--- config.mk ---
export PLATFORM = sky130hd
export DESIGN_NAME = branch_resolve_unit_flat
export DESIGN_NICKNAME = d
export VERILOG_FILES = /design/src/rtl/branch_resolve_unit_if.sv /design/src/rtl/branch_resolve_unit.sv /design/src/flat_wrapper.sv
export SDC_FILE = /design/constraint.sdc
export NUM_CORES = 1
export LEC_CHECK = 0
export CORE_MARGIN = 3
export CORE_UTILIZATION = 41
export CTS_BUF_LIST = sky130_fd_sc_hd__clkbuf_4 sky130_fd_sc_hd__clkbuf_8
export CTS_CLUSTER_DIAMETER = 30
export DETAILED_ROUTE_END_ITERATION = 8
export GPL_ROUTABILITY_DRIVEN = 1
export GPL_TIMING_DRIVEN = 1
export PLACE_DENSITY = 0.68
export RECOVER_POWER = 100
export REMOVE_ABC_BUFFERS = 1
export SYNTH_ARGS = -nofsm -noshare
export SYNTH_HDL_FRONTEND = slang
export SYNTH_SLANG_ARGS = --single-unit
--- constraint.sdc ---
create_clock -name clk -period 10.1 [get_ports clk]
set_input_delay 2.02 -clock clk [delete_from_list [all_inputs] [get_ports clk]]
set_output_delay 2.02 -clock clk [all_outputs]
set_load 0.01 [all_outputs]
--- src/rtl/branch_resolve_unit_if.sv ---
// ============================================================================
// branch_resolve_unit_if : op/result bundle between decode, resolver and fetch
// Rev 1.0
// ============================================================================
`default_nettype none

interface branch_resolve_unit_if #(
   parameter int XLEN  = 32,
   parameter int CNT_W = 32
);
   logic             in_valid;
   logic             in_ready;
   logic             is_branch;
   logic             is_jal;
   logic             is_jalr;
   logic [2:0]       funct3;
   logic             br_eq;
   logic             br_lt;
   logic             br_ltu;
   logic [XLEN-1:0]  pc;
   logic [XLEN-1:0]  imm;
   logic [XLEN-1:0]  rs1;
   logic             pred_taken;
   logic             out_valid;
   logic             out_ready;
   logic             taken;
   logic [XLEN-1:0]  target;
   logic             illegal;
   logic             redirect;
   logic [XLEN-1:0]  redirect_pc;
   logic             flush;
   logic [CNT_W-1:0] br_count;
   logic [CNT_W-1:0] mispred_count;

   modport master (
      output in_valid, is_branch, is_jal, is_jalr, funct3, br_eq, br_lt, br_ltu,
             pc, imm, rs1, pred_taken, out_ready,
      input  in_ready, out_valid, taken, target, illegal, redirect, redirect_pc,
             flush, br_count, mispred_count
   );

   modport slave (
      input  in_valid, is_branch, is_jal, is_jalr, funct3, br_eq, br_lt, br_ltu,
             pc, imm, rs1, pred_taken, out_ready,
      output in_ready, out_valid, taken, target, illegal, redirect, redirect_pc,
             flush, br_count, mispred_count
   );
endinterface

`default_nettype wire

--- src/rtl/branch_resolve_unit.sv ---
// ============================================================================
// branch_resolve_unit : resolves branch/jump direction+target, redirects and
// flushes fetch on mispredict. Rev 1.0
// ============================================================================
`default_nettype none

module branch_resolve_unit #(
   parameter int XLEN         = 32,
   parameter int FLUSH_CYCLES = 2,
   parameter int CNT_W        = 32
) (
   input  wire logic            clk,
   input  wire logic            rst,
   branch_resolve_unit_if.slave bus
);
   localparam int FCW = (FLUSH_CYCLES > 1) ? $clog2(FLUSH_CYCLES + 1) : 1;
   localparam logic [FCW-1:0]   C_FLUSH_LOAD = FCW'(FLUSH_CYCLES);
   localparam logic [FCW-1:0]   C_FCNT_ONE   = FCW'(1);
   localparam logic [XLEN-1:0]  C_FOUR       = XLEN'(4);
   localparam logic [CNT_W-1:0] C_CNT_ONE    = CNT_W'(1);
   localparam logic [CNT_W-1:0] C_CNT_MAX    = '1;

   typedef enum logic [0:0] {
      ST_RUN   = 1'b0,
      ST_FLUSH = 1'b1
   } state_t;

   state_t           r_state;
   logic [FCW-1:0]   r_flush_cnt;
   logic             r_out_valid;
   logic             r_taken;
   logic [XLEN-1:0]  r_target;
   logic             r_illegal;
   logic             r_redirect;
   logic [XLEN-1:0]  r_redirect_pc;
   logic             r_flush;
   logic [CNT_W-1:0] r_br_count;
   logic [CNT_W-1:0] r_mispred_count;

   logic             w_in_ready;
   logic             w_accept;
   logic             w_is_cti;
   logic             w_taken;
   logic             w_illegal;
   logic             w_mispred;
   logic [XLEN-1:0]  w_pc4;
   logic [XLEN-1:0]  w_pc_imm;
   logic [XLEN-1:0]  w_rs1_imm;
   logic [XLEN-1:0]  w_target;

   assign w_in_ready = (r_state == ST_RUN) && (!r_out_valid || bus.out_ready);
   assign w_accept   = bus.in_valid && w_in_ready;
   assign w_is_cti   = bus.is_jalr || bus.is_jal || bus.is_branch;
   assign w_pc4      = bus.pc + C_FOUR;
   assign w_pc_imm   = bus.pc + bus.imm;
   assign w_rs1_imm  = bus.rs1 + bus.imm;

   always_comb begin
      w_taken   = 1'b0;
      w_illegal = 1'b0;
      w_mispred = 1'b0;
      w_target  = w_pc4;
      if (bus.is_jalr) begin
         w_taken   = 1'b1;
         w_target  = {w_rs1_imm[XLEN-1:1], 1'b0};
         // no target predictor, so every JALR refetches
         w_mispred = 1'b1;
      end else if (bus.is_jal) begin
         w_taken   = 1'b1;
         w_target  = w_pc_imm;
         w_mispred = !bus.pred_taken;
      end else if (bus.is_branch) begin
         w_target = w_pc_imm;
         case (bus.funct3)
            3'b000:  w_taken = bus.br_eq;
            3'b001:  w_taken = !bus.br_eq;
            3'b100:  w_taken = bus.br_lt;
            3'b101:  w_taken = !bus.br_lt;
            3'b110:  w_taken = bus.br_ltu;
            3'b111:  w_taken = !bus.br_ltu;
            default: w_illegal = 1'b1;
         endcase
         w_mispred = (w_taken != bus.pred_taken);
      end
   end

   always_ff @(posedge clk or posedge rst) begin
      if (rst) begin
         r_state         <= ST_RUN;
         r_flush_cnt     <= '0;
         r_out_valid     <= 1'b0;
         r_taken         <= 1'b0;
         r_target        <= '0;
         r_illegal       <= 1'b0;
         r_redirect      <= 1'b0;
         r_redirect_pc   <= '0;
         r_flush         <= 1'b0;
         r_br_count      <= '0;
         r_mispred_count <= '0;
      end else begin
         r_redirect <= 1'b0;
         if (w_accept) begin
            r_out_valid   <= 1'b1;
            r_taken       <= w_taken;
            r_target      <= w_target;
            r_illegal     <= w_illegal;
            r_redirect_pc <= w_taken ? w_target : w_pc4;
            if (w_is_cti && (r_br_count != C_CNT_MAX))
               r_br_count <= r_br_count + C_CNT_ONE;
            if (w_mispred) begin
               r_redirect <= 1'b1;
               if (r_mispred_count != C_CNT_MAX)
                  r_mispred_count <= r_mispred_count + C_CNT_ONE;
               if (FLUSH_CYCLES != 0) begin
                  r_state     <= ST_FLUSH;
                  r_flush     <= 1'b1;
                  r_flush_cnt <= C_FLUSH_LOAD;
               end
            end
         end else if (r_out_valid && bus.out_ready) begin
            r_out_valid <= 1'b0;
         end

         // accept is impossible in FLUSH, so this never races the load above
         if (r_state == ST_FLUSH) begin
            if (r_flush_cnt <= C_FCNT_ONE) begin
               r_state     <= ST_RUN;
               r_flush     <= 1'b0;
               r_flush_cnt <= '0;
            end else begin
               r_flush_cnt <= r_flush_cnt - C_FCNT_ONE;
            end
         end
      end
   end

   assign bus.in_ready      = w_in_ready;
   assign bus.out_valid     = r_out_valid;
   assign bus.taken         = r_taken;
   assign bus.target        = r_target;
   assign bus.illegal       = r_illegal;
   assign bus.redirect      = r_redirect;
   assign bus.redirect_pc   = r_redirect_pc;
   assign bus.flush         = r_flush;
   assign bus.br_count      = r_br_count;
   assign bus.mispred_count = r_mispred_count;

endmodule

`default_nettype wire

--- src/flat_wrapper.sv ---
// flat-port wrapper written by rule: the top's interface ports become plain ports
module branch_resolve_unit_flat 
#(
   parameter int XLEN         = 32,
   parameter int FLUSH_CYCLES = 2,
   parameter int CNT_W        = 32
)
  (clk, rst, bus_in_valid, bus_is_branch, bus_is_jal, bus_is_jalr, bus_funct3, bus_br_eq, bus_br_lt, bus_br_ltu, bus_pc, bus_imm, bus_rs1, bus_pred_taken, bus_out_ready, bus_in_ready, bus_out_valid, bus_taken, bus_target, bus_illegal, bus_redirect, bus_redirect_pc, bus_flush, bus_br_count, bus_mispred_count);
  branch_resolve_unit_if #(.XLEN(XLEN), .CNT_W(CNT_W)) bus_i ();
  input  wire logic clk;
  input  wire logic rst;
  input wire logic [$bits(bus_i.in_valid)-1:0] bus_in_valid;
  input wire logic [$bits(bus_i.is_branch)-1:0] bus_is_branch;
  input wire logic [$bits(bus_i.is_jal)-1:0] bus_is_jal;
  input wire logic [$bits(bus_i.is_jalr)-1:0] bus_is_jalr;
  input wire logic [$bits(bus_i.funct3)-1:0] bus_funct3;
  input wire logic [$bits(bus_i.br_eq)-1:0] bus_br_eq;
  input wire logic [$bits(bus_i.br_lt)-1:0] bus_br_lt;
  input wire logic [$bits(bus_i.br_ltu)-1:0] bus_br_ltu;
  input wire logic [$bits(bus_i.pc)-1:0] bus_pc;
  input wire logic [$bits(bus_i.imm)-1:0] bus_imm;
  input wire logic [$bits(bus_i.rs1)-1:0] bus_rs1;
  input wire logic [$bits(bus_i.pred_taken)-1:0] bus_pred_taken;
  input wire logic [$bits(bus_i.out_ready)-1:0] bus_out_ready;
  output wire logic [$bits(bus_i.in_ready)-1:0] bus_in_ready;
  output wire logic [$bits(bus_i.out_valid)-1:0] bus_out_valid;
  output wire logic [$bits(bus_i.taken)-1:0] bus_taken;
  output wire logic [$bits(bus_i.target)-1:0] bus_target;
  output wire logic [$bits(bus_i.illegal)-1:0] bus_illegal;
  output wire logic [$bits(bus_i.redirect)-1:0] bus_redirect;
  output wire logic [$bits(bus_i.redirect_pc)-1:0] bus_redirect_pc;
  output wire logic [$bits(bus_i.flush)-1:0] bus_flush;
  output wire logic [$bits(bus_i.br_count)-1:0] bus_br_count;
  output wire logic [$bits(bus_i.mispred_count)-1:0] bus_mispred_count;
  assign bus_i.in_valid = bus_in_valid;
  assign bus_i.is_branch = bus_is_branch;
  assign bus_i.is_jal = bus_is_jal;
  assign bus_i.is_jalr = bus_is_jalr;
  assign bus_i.funct3 = bus_funct3;
  assign bus_i.br_eq = bus_br_eq;
  assign bus_i.br_lt = bus_br_lt;
  assign bus_i.br_ltu = bus_br_ltu;
  assign bus_i.pc = bus_pc;
  assign bus_i.imm = bus_imm;
  assign bus_i.rs1 = bus_rs1;
  assign bus_i.pred_taken = bus_pred_taken;
  assign bus_i.out_ready = bus_out_ready;
  assign bus_in_ready = bus_i.in_ready;
  assign bus_out_valid = bus_i.out_valid;
  assign bus_taken = bus_i.taken;
  assign bus_target = bus_i.target;
  assign bus_illegal = bus_i.illegal;
  assign bus_redirect = bus_i.redirect;
  assign bus_redirect_pc = bus_i.redirect_pc;
  assign bus_flush = bus_i.flush;
  assign bus_br_count = bus_i.br_count;
  assign bus_mispred_count = bus_i.mispred_count;
  branch_resolve_unit #(.XLEN(XLEN), .FLUSH_CYCLES(FLUSH_CYCLES), .CNT_W(CNT_W)) u_core (.clk(clk), .rst(rst), .bus(bus_i));
endmodule
==> results.yml <==
outcome:
  status: "finished with violations"
  violations: "capacitance limit, slew limit"
worst_setup_path:
  rr_worst_depth: 8
  crit_chain: "dlygate4sd3_1, inv_1, a21oi_1, nand2_2, clkbuf_1, a211oi_1, nand4_1, nor3_1, nand4_1, xnor2_1"
  critical_path_class: "in2reg"
  cpMostUsedCell: "nand4_1"
  crit_family: "buffers and inverters"
  cp-end-kind: "register"
  critPathRequiredTime_ps: 10410
  path_max_fanout: 83
  arrival_ps: 6970
  worst-path-stages: 10
  crit_buf_inv: 3
  critPathLaunchType: "primary input"
  crit_path_top_delay_cell: "clkbuf_1"
  slowest_delay_ps: 1260
sta:
  finalMaxSlewViolations: 209
  setup_viol: 0
  fmax_mhz: 150
  relSlewSlack: -1.37
  period_needed_ps: 6660
  final_hold_viol_count: 0
  tightest_slew_ps: 3540
  fin_tns_setup_ps: 0
  rsz0062_at_grt: "no"
  fin_crit_sh: 0.659
  fin_skew_ps: 18.1
placement:
  place.gp.congestion: 0.882
  dpl.hpwl_mm: 25.6
  port_buffers: 243
  place_inst: 1748
cts:
  clockBufferDepth: 2
  htree_levels: 4
  cts_made_buffers: 17
  cts-resized-gates: 0
  clock-root-buffer: "clkbuf_8"
  postCtsSetupRepairBufs: 0
  clk_pin_slew_ps: 70
  cts_hold_buf: 0
  clk_latency_ps: 430
  cts.sinks: 136
  cts_tree: "done"
cells_and_area:
  antenna-diode-count: 0
  register_area_sq_um: 3400
  fin_nets: 1619
  multi_input_area_sq_um: 6570
  drive_above_1_share: 0.0522
  fillers: 2286
  area_delta_synth_final_pct: 30.1
  finalNonFillerCells: 1779
floorplan:
  coreArea_sq_um: 24500
  row_count: 57
  die_w_microns: 165
  pin_count: 244
  die_area_sq_um: 27100
  initial_utilization: 0.421
  die_height_microns: 165
synthesis:
  synth_area_leader_cell: "dfrtp_1"
  syn_inst: 1220
  synth_area_per_cell_sq_um: 8.46
  synth_compound_gate_area_share: 0.210
  synth_top_area_share: 0.330
  yosysMostFrequentCell: "nand2_1"
  synth_edf_count: 0
  synthMuxAreaShare: 0.0158
  synth_fa_ha_area_frac: 0.0815
  synth_top_family_by_area: "simple AND/OR/NAND/NOR gates"
  ys_warn_count: 0
  syn_area_sq_um: 10300
  seq_area_frac_synth: 0.330
  synthSimpleGateAreaFrac: 0.211
  synth.area.top_cells: "dfrtp_1, ha_1, xnor2_1"
  ys.flop_type: "dfrtp_1"
  ys_types: 77
  synthTopCellsByCount: "nand2_1, dfrtp_1, a21oi_1"
  synth-seq-cells: 136
  synthArstFlopShare: 1.00
  synthXorXnorAreaFrac: 0.123
power_and_ir_drop:
  switching_share: 0.371
  ir_drop_mv: 0.0975
  p_leak_nw: 5.91
  power_frac_seq: 0.352
  pwr-share-clk: 0.222
  combPwrFrac: 0.426
  p_sw_mw: 0.870
  p_int_mw: 1.48
  power_density_nw_per_um2: 175
detailed_routing:
  first_pass_iters: 7
  drt_iter0_drc: 931
  wl_met2_mm: 14.8
  wl_met1_mm: 14.9
  via_per_inst: 5.60
  dr.max_layer_used: "met4"
  routedWlPerCell_microns: 18.2
  drc_errors: 0
  route.vias.total: 9961
  routed-wl-met3_mm: 2.04
  wl_mm: 32.3
  antenna_left: 0
global_route:
  grt_pass1_vias: 9303
  grt_max_degree: 84
  grt_first_pass_wirelength_mm: 50.4
  grt_usage: 0.234
  antenna_found_initial: 0
  grt-ovfl-total: 0
hold_path:
  min-delay-path-class: "reg2reg"
  hold_depth: 2
job:
  drv_cap: 3
cell families (layout without fill, tap and decap cells):
kind of cell / after synthesis / count (layout)
simple gates: 440 / 440
compound gates: 343 / 343
xor+xnor: 144 / 144
flops: 136 / 136
buf+inv: 76 / 311
fa+ha+maj: 66 / 66
mux: 15 / 15
tightest hold or removal path, stage by stage (launching register included):
cell     delay (ps)
dfrtp_1         340
nand2_1          50
o21ai_0          60
area by class of cell:
type,count,area share
repair buffers,251,0.185
clock inverters,11,0.0146
well taps,324,0.0302
clock buffers,20,0.0196
multi-input cells,1008,0.489
inverters,29,0.00820
flip-flops and latches,136,0.253
path summary, 6_finish.rpt:
check / endpoint / startpoint / slack, ps
worst min register to register: u_core.bus.redirect_pc[19] / u_core.bus.redirect_pc[19] / 480
worst max-delay path: u_core.bus.br_count[25] / bus_out_ready / 3440
max in group asynchronous: u_core.bus.redirect_pc[15] / rst / 5110
worst max register to register: u_core.bus.br_count[25] / u_core.r_state / 5190
min in group asynchronous: u_core.bus.br_count[9] / rst / 3100
worst min-delay path: u_core.bus.redirect_pc[19] / u_core.bus.redirect_pc[19] / 480
per-stage QoR:
step	area [sq um]	setup slack [ps]	power [mW]	utilization	hold WS, ps
after floorplan	10100	4440	1.33	-	457
after global placement	13000	4760	1.88	0.531	454
after detailed placement	13000	4740	1.90	0.531	467
after CTS	13500	4730	2.42	0.550	484
after global routing	13400	2870	2.49	0.547	501
final	13400	3440	2.35	0.547	476
registers in the layout, indices dropped and copies added, names as in the netlist:
register	count
u_core.bus.flush	1
u_core.bus.redirect_pc	32
u_core.bus.taken	1
u_core.bus.mispred_count	32
u_core.bus.target	32
u_core.bus.illegal	1
u_core.bus.redirect	1
u_core.bus.out_valid	1
u_core.bus.br_count	32
u_core.r_flush_cnt	2
u_core.r_state	1
power groups by stage:
stage          registers (mW)  logic, mW  clock network [mW]
2_1_floorplan           0.882      0.448                   0
3_3_place_gp            0.837       1.05                   0
3_5_place_dp            0.843       1.06                   0
4_1_cts                 0.833       1.06               0.529
5_1_grt                 0.845       1.09               0.555
6_report                0.826       1.00               0.520
placed cells by master (no fill, tap or decap), drive strengths merged, types with 5 or more instances in the layout:
master	Yosys	layout
a211oi	11	11
a21o	27	27
a21oi	107	107
a22oi	7	7
a31oi	19	19
and2	7	7
and3	23	23
and4	10	10
buf	6	7
bufinv	0	5
clkbuf	41	22
clkdlybuf4s50	0	104
dfrtp	136	136
dlygate4sd3	0	138
ha	64	64
inv	29	29
mux2	10	10
mux2i	5	5
nand2	158	158
nand2b	6	6
nand3	48	48
nand4	36	36
nor2	103	103
nor2b	9	9
nor3	19	19
o211ai	16	16
o21a	12	12
o21ai	86	86
o21bai	11	11
o22ai	5	5
o31ai	12	12
xnor2	90	90
xor2	54	54
metal layers:
| metal | track usage | vias up |
|---|---|---|
| li1 | - | 4852 |
| met1 | 0.342 | 4690 |
| met2 | 0.368 | 393 |
| met3 | 0.0241 | 26 |
| met4 | 0.0633 | 0 |
| met5 | 0 | - |
Power figures use the tool's default switching activity.
